File: config.mk
export PLATFORM = sky130hd
export DESIGN_NAME = lsu_mem_port
export DESIGN_NICKNAME = d
export VERILOG_FILES = /design/src/rtl/lsu_pkg.sv /design/src/rtl/lsu_resp_buf.sv /design/src/rtl/lsu_mem_port.sv
export SDC_FILE = /design/constraint.sdc
export NUM_CORES = 1
export LEC_CHECK = 0
export CORE_ASPECT_RATIO = 0.75
export CORE_UTILIZATION = 30
export CTS_BUF_LIST = sky130_fd_sc_hd__clkbuf_4 sky130_fd_sc_hd__clkbuf_8
export DETAILED_ROUTE_END_ITERATION = 10
export HOLD_SLACK_MARGIN = 0.1
export PLACE_DENSITY_LB_ADDON = 0.25
export SLEW_MARGIN = 5
export SYNTH_ARGS = -nofsm -noshare
export SYNTH_HDL_FRONTEND = slang
export SYNTH_SLANG_ARGS = --single-unit
File: constraint.sdc
create_clock -name clk -period 1.46 [get_ports clk]
set_input_delay 0.292 -clock clk [delete_from_list [all_inputs] [get_ports clk]]
set_output_delay 0.292 -clock clk [all_outputs]
set_load 0.02 [all_outputs]
File: src/rtl/lsu_pkg.sv
// ============================================================================
// Module      : lsu_pkg
// Description : Shared encodings, FSM state constants and the access
//               legality check for the lsu_mem_port load/store initiator.
// Revision    : 1.0 - initial release
// ============================================================================
`default_nettype none

package lsu_pkg;

    // One-hot access sizes presented to data_ram
    localparam logic [2:0] MODE_B = 3'b001;
    localparam logic [2:0] MODE_H = 3'b010;
    localparam logic [2:0] MODE_W = 3'b100;

    // FSM state encoding
    typedef logic [2:0] state_t;
    localparam state_t ST_IDLE   = 3'd0;
    localparam state_t ST_ACCESS = 3'd1;
    localparam state_t ST_WAIT   = 3'd2;
    localparam state_t ST_ERR    = 3'd3;
    localparam state_t ST_RESP   = 3'd4;

    // True when the request must not reach memory: non-one-hot size or an
    // address not aligned to the access size.
    function automatic logic lsu_misaligned(input logic [2:0] mode,
                                            input logic [1:0] addr_lo);
        logic bad;
        bad = 1'b1;
        case (mode)
            MODE_B:  bad = 1'b0;
            MODE_H:  bad = addr_lo[0];
            MODE_W:  bad = |addr_lo;
            default: bad = 1'b1;
        endcase
        return bad;
    endfunction

endpackage

`default_nettype wire

File: src/rtl/lsu_resp_buf.sv
// ============================================================================
// Module      : lsu_resp_buf
// Description : Single-entry response holding register with valid/ready.
//               Contents stay stable until the consumer accepts them.
// Revision    : 1.0 - initial release
// ============================================================================
`default_nettype none

module lsu_resp_buf #(
    parameter int DATA_W = 32
) (
    input  logic              clk,
    input  logic              rst,
    input  logic              load,
    input  logic [DATA_W-1:0] load_rdata,
    input  logic              load_err,
    input  logic              resp_ready,
    output logic              resp_valid,
    output logic [DATA_W-1:0] resp_rdata,
    output logic              resp_err
);

    logic              r_valid;
    logic [DATA_W-1:0] r_rdata;
    logic              r_err;

    // Capture a finished transaction; drop valid once the consumer takes it
    always_ff @(posedge clk) begin
        if (rst) begin
            r_valid <= 1'b0;
            r_rdata <= '0;
            r_err   <= 1'b0;
        end else if (load) begin
            r_valid <= 1'b1;
            r_rdata <= load_rdata;
            r_err   <= load_err;
        end else if (r_valid && resp_ready) begin
            r_valid <= 1'b0;
        end
    end

    assign resp_valid = r_valid;
    assign resp_rdata = r_rdata;
    assign resp_err   = r_err;

endmodule

`default_nettype wire

File: src/rtl/lsu_mem_port.sv
// ============================================================================
// Module      : lsu_mem_port
// Description : MEM-stage load/store initiator towards data_ram. Accepts one
//               request, flags misaligned/illegal accesses without touching
//               memory, holds the SRAM interface for READ_LATENCY cycles on
//               loads and returns a buffered response.
//               Optional macro LSU_PERF_CNT_EN adds load/store/error
//               transaction counters.
// Revision    : 1.0 - initial release
// ============================================================================
`default_nettype none

module lsu_mem_port
    import lsu_pkg::*;
#(
    parameter int READ_LATENCY = 1,
    parameter int ADDR_W       = 32,
    parameter int DATA_W       = 32
) (
    input  logic              clk,
    input  logic              rst,
    input  logic              req_valid,
    output logic              req_ready,
    input  logic              req_we,
    input  logic [ADDR_W-1:0] req_addr,
    input  logic [DATA_W-1:0] req_wdata,
    input  logic [2:0]        req_mode,
    input  logic              req_us,
    output logic              resp_valid,
    input  logic              resp_ready,
    output logic [DATA_W-1:0] resp_rdata,
    output logic              resp_err,
`ifdef LSU_PERF_CNT_EN
    output logic [31:0]       perf_load_cnt,
    output logic [31:0]       perf_store_cnt,
    output logic [31:0]       perf_err_cnt,
`endif
    output logic [ADDR_W-1:0] data_sram_addr,
    output logic [DATA_W-1:0] data_sram_wdata,
    output logic              data_sram_en,
    output logic              data_sram_we,
    output logic [2:0]        data_sram_mode,
    output logic              data_sram_us,
    input  logic [DATA_W-1:0] data_sram_rdata
);

    // Counter wide enough for the full legal latency range 0..7
    localparam int CNT_W = 3;

    state_t            r_state;
    state_t            w_state_nxt;
    logic              r_we;
    logic              r_us;
    logic [2:0]        r_mode;
    logic [ADDR_W-1:0] r_addr;
    logic [DATA_W-1:0] r_wdata;
    logic [CNT_W-1:0]  r_cnt;

    logic              w_accept;
    logic              w_req_err;
    logic              w_rd_done;
    logic              w_resp_load;
    logic              w_resp_err;
    logic [DATA_W-1:0] w_resp_rdata;

    assign req_ready = (r_state == ST_IDLE);
    assign w_accept  = req_valid && req_ready;
    assign w_req_err = lsu_misaligned(req_mode, req_addr[1:0]);

    // Cycle in which a load samples data_sram_rdata
    generate
        if (READ_LATENCY == 0) begin : g_lat_zero
            assign w_rd_done = (r_state == ST_ACCESS) && !r_we;
        end else begin : g_lat_wait
            assign w_rd_done = (r_state == ST_WAIT) && (r_cnt == CNT_W'(1));
        end
    endgenerate

    // A transaction enters RESP from ERR, from a store's ACCESS cycle, or
    // from the load's sampling cycle
    assign w_resp_load  = (r_state == ST_ERR) ||
                          ((r_state == ST_ACCESS) && r_we) ||
                          w_rd_done;
    assign w_resp_err   = (r_state == ST_ERR);
    assign w_resp_rdata = w_rd_done ? data_sram_rdata : '0;

    // Next-state selection
    always_comb begin
        w_state_nxt = r_state;
        case (r_state)
            ST_IDLE: begin
                if (w_accept) begin
                    w_state_nxt = w_req_err ? ST_ERR : ST_ACCESS;
                end
            end
            ST_ACCESS: begin
                w_state_nxt = (r_we || w_rd_done) ? ST_RESP : ST_WAIT;
            end
            ST_WAIT: begin
                if (w_rd_done) begin
                    w_state_nxt = ST_RESP;
                end
            end
            ST_ERR: begin
                w_state_nxt = ST_RESP;
            end
            ST_RESP: begin
                if (resp_ready) begin
                    w_state_nxt = ST_IDLE;
                end
            end
            default: begin
                w_state_nxt = ST_IDLE;
            end
        endcase
    end

    // State register
    always_ff @(posedge clk) begin
        if (rst) begin
            r_state <= ST_IDLE;
        end else begin
            r_state <= w_state_nxt;
        end
    end

    // Request fields are held from accept until the next accept, so the
    // SRAM address/data stay stable throughout ACCESS/WAIT and afterwards
    always_ff @(posedge clk) begin
        if (rst) begin
            r_we    <= 1'b0;
            r_us    <= 1'b0;
            r_mode  <= '0;
            r_addr  <= '0;
            r_wdata <= '0;
        end else if (w_accept) begin
            r_we    <= req_we;
            r_us    <= req_us;
            r_mode  <= req_mode;
            r_addr  <= req_addr;
            r_wdata <= req_wdata;
        end
    end

    // Read latency counter: loaded in ACCESS, counts down through WAIT
    always_ff @(posedge clk) begin
        if (rst) begin
            r_cnt <= '0;
        end else if (r_state == ST_ACCESS) begin
            r_cnt <= CNT_W'(READ_LATENCY);
        end else if (r_state == ST_WAIT) begin
            r_cnt <= r_cnt - CNT_W'(1);
        end
    end

    assign data_sram_en    = (r_state == ST_ACCESS) || (r_state == ST_WAIT);
    assign data_sram_we    = (r_state == ST_ACCESS) && r_we;
    assign data_sram_addr  = r_addr;
    assign data_sram_wdata = r_wdata;
    assign data_sram_mode  = r_mode;
    assign data_sram_us    = r_us;

    lsu_resp_buf #(
        .DATA_W (DATA_W)
    ) u_resp_buf (
        .clk        (clk),
        .rst        (rst),
        .load       (w_resp_load),
        .load_rdata (w_resp_rdata),
        .load_err   (w_resp_err),
        .resp_ready (resp_ready),
        .resp_valid (resp_valid),
        .resp_rdata (resp_rdata),
        .resp_err   (resp_err)
    );

`ifdef LSU_PERF_CNT_EN
    // Count each transaction once, as it enters RESP
    always_ff @(posedge clk) begin
        if (rst) begin
            perf_load_cnt  <= '0;
            perf_store_cnt <= '0;
            perf_err_cnt   <= '0;
        end else if (w_resp_load) begin
            if (w_resp_err) begin
                perf_err_cnt <= perf_err_cnt + 32'd1;
            end else if (r_we) begin
                perf_store_cnt <= perf_store_cnt + 32'd1;
            end else begin
                perf_load_cnt <= perf_load_cnt + 32'd1;
            end
        end
    end
`endif

endmodule

`default_nettype wire

==> results.md <==
* Outcome: finished with violations
* Failing checks: setup timing
* Vias in the first global route at 3843
* First-pass GRT wire length at 19.36 mm
* Share of the synthesized area in the top cell type at 0.5666
* Worst Path Required at 1.76 ns
* # IOs at 210
* Die area at 13300 sq um
* Yosys warns at 0
* CP endpoint kind: flip-flop
* Fillcell total at 1062
* Hold WS at ~0.34 ns
* Minimum clock period at 1.709 ns
* Inserted Clock Buffers at 9
* GPL Wtd Cong at 0.7753
* Synth Area in XOR/XNOR at 0.002274
* Worst min path class: input pin to flip-flop
* Worst slew pin tran at 0.3381 ns
* PwrDens at 1424 nW/um^2
* H-tree lvl count at 3
* Clock Skew at 0.01005 ns
* Cell taking the most area after synthesis: dfxtp_1
* # nets final at 796
* Final setup fails at 106
* WS Path Type: flip-flop to flip-flop
* RSZ-0062 raised after global routing: true
* Mux cell area share after synthesis at 0
* Die Span Y at between 100 and 150 um
* Final Cycle Share at 1.171
* Grt ovf at 0
* DRT Pass-1 Iters at 7
* Clock latency at the later pin of the worst-skew pair at between 0.3 and 0.4 ns
* CTS tree: built
* Maximum Capacitance Violations at 0
* Post-synthesis compound-gate area fraction at 0.1966
* Crit path max fanout at 8
* CP Data Arrival Time at about 2 ns
* Initial core utilization at 0.3108
* Final WL at between 10 and 15 mm
* Rows at 35
* Synth Area in Adders at 0.006498
* Fin. max-slew vios at 0
* Pleak at between 3 and 4 nW
* Sequential fraction of the synthesis area at 0.5666
* Synthesized cell area at 3851 sq um
* Routed len/inst at ~15 um
* Final hold vios at 0
* Mean Syn Cell Area at 8.753 sq um
* ANT cells at 0
* Starting DRT DRC Count at 96
* Post-synthesis simple-gate area fraction at 0.1800
* Via count at 4022
* Layout cell share with drive strength beyond 1 at 0.2032
* Seq cells post-synth at ~110
* Net Count, Synth at 547
* Placed Cells at 815
* Area Growth Syn to Fin at 86.35%
* Clock-pin slew on the worst setup and hold paths at 0.11 ns
* Clk buf depth at 2
* Placed Instance Area at 6365 sq um
* Slew HR at 0.7746
* Vias per cell at 4.677
* Main combinational cell family by area after synthesis: compound AO/OA/AOI/OAI gates
* Antenna Nets Post-Route at 0
* Port buffer count at 209
* Setup ws final at -0.2490 ns
* Initial antenna violation count at 0
* Die X at 132.8 um
* Core Area at around 12000 sq um
* Maximum vdd drop at 0.6716 mV
* Synth cell types at 32
* Mapped Cells at 440
* Largest net degree at the start of global routing at 65
* CTS root buf: clkbuf_8
* Hpwl dp at between 7 and 8 mm
* Tot GR Track Use at 0.1838
* Final cell count without fillers at 860
* Max Fclk at slightly below 600 MHz
* Top cells by area, synth: dfxtp_1 (57%), nand2_1 (14%), a21oi_1 (9.6%)
* Fin area at 7177 sq um
* Startpoint Class: flip-flop
* Clk sink count at 109
* Remaining design rule violation count at 0
## per-stage QoR
| step | total power [mW] | utilization | setup WS [ns] | TNS [ns] |
|---|---|---|---|---|
| global route | 10.78 | 0.5791 | -0.2762 | -22.57 |
| floorplan | 5.606 | - | 0.03936 | 0 |
| global placement | 7.480 | 0.5136 | -0.1700 | -6.219 |
| finish | 10.22 | 0.5791 | -0.2490 | -15.91 |
| CTS | 9.693 | 0.5588 | -0.1936 | -12.67 |
| detailed placement | 7.532 | 0.5136 | -0.1830 | -7.898 |
## flip-flops by register name, summed over array words and instances (netlist names)
name and count:
u_resp_buf.resp_rdata 32, r_state 3, u_resp_buf.resp_valid 1, data_sram_mode 3
data_sram_us 1, data_sram_wdata 32, r_we 1, r_cnt 3
data_sram_addr 32, u_resp_buf.resp_err 1
## layer usage
metal  GRT usage  routed length [um]  part of all wire  up-vias
li1            -                   -                 -     1976
met1      0.2297                5690              0.45     1872
met2      0.3037                5896              0.46      160
met3     0.05859                 986             0.077       14
met4     0.05482                 178             0.014        0
met5           0                   0                 0        -
## where the power goes
group	total [mW]	leakage [nW]	switching, mW	internal (mW)
registers	3.69	0.892	0.245	3.44
clock network	1.80	0.0937	1.07	0.733
logic	4.73	2.22	2.37	2.36
total	10.2	3.20	3.69	6.53
## cell usage after synthesis
master and n:
a311o_1 1, nor2_2 1, ha_1 2, o21ai_0 8, nor4_1 1, nor4bb_1 1, buf_4 4, dfxtp_1 109
a21oi_1 74, nor2_1 9, inv_1 5, nand2_1 141, xnor2_1 1, nand3b_1 3, nor2b_1 3, or3b_2 1
a22o_1 32, nor3b_1 1, and2_1 1, buf_6 2, a211oi_1 2, nor3b_2 1, o22ai_1 1, clkbuf_1 17
or3_1 1, nor3_2 1, a311oi_1 1, buf_2 10, nor4b_1 1, a21boi_0 1, a31oi_1 3, nand2b_1 1
## final cells by class
type                    instances  area [sq um]  share of cell area
repair buffers                271          2784              0.3879
inverters                       5         18.77            0.002615
well taps                     166         207.7             0.02894
clock inverters                 5         43.79            0.006102
clock buffers                  11         151.4             0.02109
flip-flops and latches        109          2196              0.3060
multi-input cells             293          1775              0.2474
## path summary, 6_finish.rpt
check	cells past startpoint	slack, ns	endpoint	from
setup / recovery	9	-0.25	data_sram_addr[4]$_SDFFE_PP0P_	r_state[2]$_SDFFE_PP0P_
hold / removal	3	0.34	data_sram_wdata[14]$_SDFFE_PP0P_	rst
setup reg to reg	9	-0.25	data_sram_addr[4]$_SDFFE_PP0P_	r_state[2]$_SDFFE_PP0P_
hold reg to reg	2	0.46	data_sram_wdata[13]$_SDFFE_PP0P_	data_sram_wdata[13]$_SDFFE_PP0P_
## worst max-delay path, cell delays in order (launching register included)
cell     delay, ns
dfxtp_4       0.36
buf_12        0.12
buf_12        0.11
nor3_4        0.23
buf_6         0.13
and2_4        0.19
buf_12        0.14
buf_12        0.13
nand2_2       0.06
a21oi_1       0.16
## logic make-up (layout without fill, tap and decap cells)
group,after synthesis,after routing
adder cells (fa/ha/maj),2,2
buffers and inverters,38,292
AND/OR/NAND/NOR,167,167
flip-flops,109,109
AO/OA/AOI/OAI,123,123
XOR/XNOR,1,1
## timing repair
action / in CTS / in global routing
gates cloned: 7 / 3
hold buffers: 0 / 0
setup endpoints to repair: 206 / 110
setup buffers: 13 / 13
resized for setup: 173 / 50
pin swaps: 28 / 25
## placed cells by master, fill, tap and decap left out, drive strengths merged, types with 2 or more instances in the layout
cell | Yosys | routed
nand2 | 141 | 141
dfxtp | 109 | 109
clkdlybuf4s50 | 0 | 103
dlygate4sd2 | 0 | 102
a21oi | 74 | 74
buf | 16 | 63
a22o | 32 | 32
clkbuf | 17 | 14
nor2 | 10 | 10
o21ai | 8 | 8
inv | 5 | 6
nand3b | 3 | 3
nor2b | 3 | 3
a31oi | 3 | 3
a211oi | 2 | 2
ha | 2 | 2
clkinvlp | 0 | 2
clkinv | 0 | 2
nor3b | 2 | 2
(Power assumes the default switching activity.)
==> RTL edit 1 (same flow settings) <==
`DATA_W` is set to 32 in 2 places; all go to 48.
--- a/src/rtl/lsu_resp_buf.sv
+++ b/src/rtl/lsu_resp_buf.sv
@@ -8,5 +8,5 @@
 
 module lsu_resp_buf #(
-    parameter int DATA_W = 32
+    parameter int DATA_W = 48
 ) (
     input  logic              clk,
--- a/src/rtl/lsu_mem_port.sv
+++ b/src/rtl/lsu_mem_port.sv
@@ -16,5 +16,5 @@
     parameter int READ_LATENCY = 1,
     parameter int ADDR_W       = 32,
-    parameter int DATA_W       = 32
+    parameter int DATA_W       = 48
 ) (
     input  logic              clk,
Interface: changed (resized data_sram_rdata, data_sram_wdata, req_wdata and resp_rdata); port bits go from 210 to 274. The function was not compared with the original's and may differ.
==> RTL edit 1 against the original RTL <==
  * The flow still finishes with violations (negative setup slack)
  * Sequential share of layout area is 0.21 points higher
  * Setup slack improved by 28 ps
  * Utilization down 0.19 points
  * Cell area is 28% higher
  * Via count is 32% higher
  * Combinational power up 28%
  * Non-clock buffer count increased by 77
  * Wire length grew 50%
  * Total power grew 38%
  * Synthesized area rose by 27%
  * Final cell count rose by 28%
  * Sequential cell count up 32
  * Critical path type unchanged
  * Critical endpoint is now data_sram_addr[30]$_SDFFE_PP0P_
  * Highest routed layer unchanged
==> RTL edit 1: results (changes against the original RTL) <==
Detailed routing
  – Met2 WL post-DR: 8620 um (was 5896 um)

Synth
  – Post-synthesis compound-gate area fraction: 19.98% (was 19.66%)
  – Post-synth top cells: 173 x nand2_1, 141 x dfxtp_1, 90 x a21oi_1 (was 141 x nand2_1, 109 x dfxtp_1, 74 x a21oi_1)
  – Distinct cells, synth: 34 (was 32)
  – Post-synth net total: 684 (was 547)
  – Seq/Total Area, Yosys: 57.71% (was 56.66%)

Layout
  – Comb_multi_in: 362 (was 293)
  – Flip-flop and latch area: 2839 um^2 (was 2196 um^2)
  – # fillers: 1,359 (was 1,062)
  – Final clock-cell share: 4.453% (was 2.720%)
  – Buffering overhead: 37.62% (was 38.79%)
  – Area growth, synth to finish: 88.41% (was 86.35%)
  – Clkbuf count: 17 (was 11)
  – Footprint of the multi-input gates: 2217 um^2 (was 1775 um^2)

Floorplanning
  – Core box area: 15,970 um^2 (was 12,390 um^2)

STA
  – Setup slack after layout: -220.9 ps (was -249.0 ps)
  – Final Setup Violations: 137 (was 106)
  – Post-Route Skew: 15.53 ps (was 10.05 ps)
  – Setup_tns: -17,690 ps (was -15,910 ps)

Placement
  – Port bufs: 273 (was 209)
  – Placer Congestion: 0.8359 (was 0.7753)
  – Hpwl dp: 10,650 um (was 7941 um)

Run status
  – Failing checks: negative setup slack (unchanged)
  – Status: finished with violations (unchanged)

Power and ir drop
  – Net Sw Power: 5.171 mW (was 3.685 mW)
  – Worst IR drop on VDD: 0.6978 mV (was 0.6716 mV)
  – Leak pwr: 3.796 nW (was 3.203 nW)

Global routing
  – GR Layer Usage met3: 6.179% (was 5.859%)
  – GRT Total Usage: 21.29% (was 18.38%)
  – GRT met2 Usage: 33.73% (was 30.37%)

CTS
  – Number of H-tree levels: 4 (was 3)
  – Worst-path clk slew: 80 ps (was 110 ps)
-- RTL edit 1: worst max-delay path, stage by stage, from the launching register on --
cell,delay (ps)
dfxtp_4,370
buf_6,130
nor3_4,260
buf_6,140
and2_4,210
buf_6,150
clkbuf_16,180
nand2_4,50
a21oi_1,130
-- RTL edit 1: final timing paths --
path	end	from	cells after the start	slack, ps
setup / recovery	data_sram_addr[30]$_SDFFE_PP0P_	r_state[1]$_SDFFE_PP0P_	8	-220
hold / removal	r_state[0]$_SDFFE_PP0P_	rst	2	190
setup reg to reg	data_sram_addr[30]$_SDFFE_PP0P_	r_state[1]$_SDFFE_PP0P_	8	-220
hold reg to reg	data_sram_mode[1]$_SDFFE_PP0P_	data_sram_mode[1]$_SDFFE_PP0P_	2	460
-- RTL edit 1: timing repair --
item,4_1_cts,5_1_grt
endpoints found under the setup margin,270,263
gates cloned,13,12
setup buffers,27,5
gates resized for setup,274,197
pin swaps,52,42
==> RTL edit 2 (same settings) <==
Made on the original files. Put a register stage on the output `resp_err`, with the module's reset. The value now appears one clock later. The other outputs are not delayed to match.
--- a/src/rtl/lsu_mem_port.sv
+++ b/src/rtl/lsu_mem_port.sv
@@ -48,4 +48,6 @@
     localparam int CNT_W = 3;
 
+    logic resp_err_d;
+
     state_t            r_state;
     state_t            w_state_nxt;
@@ -172,5 +174,5 @@
         .resp_valid (resp_valid),
         .resp_rdata (resp_rdata),
-        .resp_err   (resp_err)
+        .resp_err   (resp_err_d)
     );
 
@@ -194,4 +196,12 @@
 `endif
 
+    always_ff @(posedge clk) begin
+        if (rst) begin
+            resp_err <= '0;
+        end else begin
+            resp_err <= resp_err_d;
+        end
+    end
+
 endmodule
 
Formal check against the unedited RTL: not equivalent (a bounded check fails within 4 cycles, from zero or initial values and one cycle with rst high).
==> RTL edit 2 against the original RTL <==
  * The run still ends with negative setup slack left
  * Largest cell class unchanged
  * Total power up 3.1%
  * Cell area up 0.23%
  * Clock skew grew 1.1 ps
  * Sequential power rose by 1%
  * Sequential cell count rose by 1
  * Wire length increased by 5.5%
  * Sequential share of layout area rose by 0.21 points
  * Worst hold slack improved by 14 ps
  * Synthesized cell count increased by 0.45%
  * Critical path type unchanged
  * Via count increased by 0.75%
  * Synthesized area rose by 0.68%
  * Setup slack improved by 130 ps
==> RTL edit 2: results (changes against the original RTL) <==
Global routing
  – First-pass GRT wire length: 19,770 um (was 19,360 um)
  – GRT Total Usage: 18.62% (was 18.38%)
  – Largest net degree at the start of global routing: 55 (was 65)
  – Vias in the first global route: 3,945 (was 3,843)

Synth
  – Seq/Total Area, Yosys: 56.79% (was 56.66%)
  – Area contributors post-synth: dfxtp_1 57%, nand2_1 14%, a21oi_1 9.6% (unchanged)
  – Post-synth top cells: 141 x nand2_1, 110 x dfxtp_1, 74 x a21oi_1 (was 141 x nand2_1, 109 x dfxtp_1, 74 x a21oi_1)
  – Cells after Synth: 442 (was 440)
  – Distinct cells, synth: 33 (was 32)
  – Top_reg_cell synth: dfxtp_1 (unchanged)
  – Post-synth net total: 549 (was 547)

Detailed routing
  – Met2 WL post-DR: 6376 um (was 5896 um)
  – Max layer used: met4 (unchanged)
  – DRT iter0 DRCs: 152 (was 96)
  – DRT Pass-1 Iters: 4 (was 7)
  – Metal3 WL: 1012 um (was 986 um)
  – Avg WL per Cell: 15.69 um (was 14.83 um)
  – DRT met1 WL: 5932 um (was 5690 um)

STA
  – Setup slack after layout: -115.4 ps (was -249.0 ps)
  – Hold Slack: 352.5 ps (was 338.9 ps)
  – Final Setup Violations: 92 (was 106)
  – Post-Route Skew: 11.14 ps (was 10.05 ps)
  – Max transition margin: 58.58% (was 77.46%)

Placement
  – Placer Congestion: 0.8493 (was 0.7753)
  – Hpwl dp: 8173 um (was 7941 um)
  – Placed Area: 6331 um^2 (was 6365 um^2)
  – Post-placement cell count: 814 (was 815)

Power and ir drop
  – Worst IR drop on VDD: 0.7677 mV (was 0.6716 mV)
  – Leak pwr: 3.212 nW (was 3.203 nW)

Run status
  – Status: finished with violations (unchanged)
  – Failing checks: negative setup slack (unchanged)

Setup path
  – Crit path max fanout: 11 (was 8)
  – Max stage delay on crit path: 390 ps (was 360 ps)
  – Worst endpoint data arrival time: 1820 ps (was 2010 ps)

CTS
  – Num CTS Buffers: 9 (unchanged)

Layout
  – Fin nets: 794 (was 796)
  – Non-Filler Instances: 858 (was 860)
  – Share of cells above drive strength 1: 20.38% (was 20.32%)

Min path
  – Worst min path class: input pin to flip-flop (unchanged)
## RTL edit 2: changes by cell type in the layout (fill, tap and decap cells not counted), sizes merged
cell,unedited run,this run
dfxtp,109,110
clkdlybuf4s15,0,1
nor2b,3,4
clkbuf,14,18
buf,63,53
inv,6,8
bufinv,0,1
dlygate4sd2,102,101
clkinvlp,2,1
## RTL edit 2: worst paths after layout
check                            startpoint                              to  cells after the start
max                 r_state[1]$_SDFFE_PP0P_  data_sram_addr[8]$_SDFFE_PP0P_                      8
min                                     rst         r_state[1]$_SDFFE_PP0P_                      3
max reg2reg         r_state[1]$_SDFFE_PP0P_  data_sram_addr[8]$_SDFFE_PP0P_                      8
min reg2reg  data_sram_addr[7]$_SDFFE_PP0P_  data_sram_addr[7]$_SDFFE_PP0P_                      2
## RTL edit 2: per-stage QoR
stage	total power [mW]	setup TNS [ps]	setup slack, ps	utilization, %
2_1_floorplan	5.636	0	38.99	-
3_3_place_gp	7.407	-6055	-173.0	50.91
3_5_place_dp	7.478	-9049	-195.9	50.91
4_1_cts	9.669	-3079	-94.62	53.75
5_1_grt	11.13	-14280	-175.7	57.84
6_report	10.53	-6616	-115.4	57.84
## RTL edit 2: repair_timing
item                       CTS  global route
cloned                       4            14
buffers inserted             8             4
resized for setup          149            65
pin swaps                    1            37
setup endpoints to repair  206           106
## RTL edit 2: kinds of logic after synthesis
kind of cell | count (synthesis) | synth area share, %
adder cells (fa/ha/maj) | 2 | 0.6453
buffers and inverters | 38 | 4.776
XOR/XNOR | 1 | 0.2259
AND/OR/NAND/NOR | 168 | 18.04
AO/OA/AOI/OAI | 123 | 19.52
flip-flops | 110 | 56.79
## RTL edit 2: layout make-up
type	instances	area share [%]
Sequential cell	110	30.81
Timing Repair Buffer	267	38.44
Clock buffer	9	1.722
Tap cell	166	2.887
Clock inverter	7	1.270
Inverter	5	0.2609
Multi-Input combinational cell	294	24.61
## RTL edit 2: routing by layer
metal	global-route usage, %	vias up
li1	-	1986
met1	22.82	1896
met2	31.33	157
met3	6.385	13
met4	4.808	0
met5	0	-
## RTL edit 2: where the power goes
group | leakage [nW] | switching [mW] | total, mW | internal [mW]
registers | 0.900 | 0.264 | 3.73 | 3.47
logic | 2.21 | 2.41 | 4.82 | 2.41
clock network | 0.105 | 1.15 | 1.98 | 0.836
## RTL edit 2: worst min-delay path: stages
cell and delay, ps:
buf_2 160, a311o_1 160, o22ai_2 80
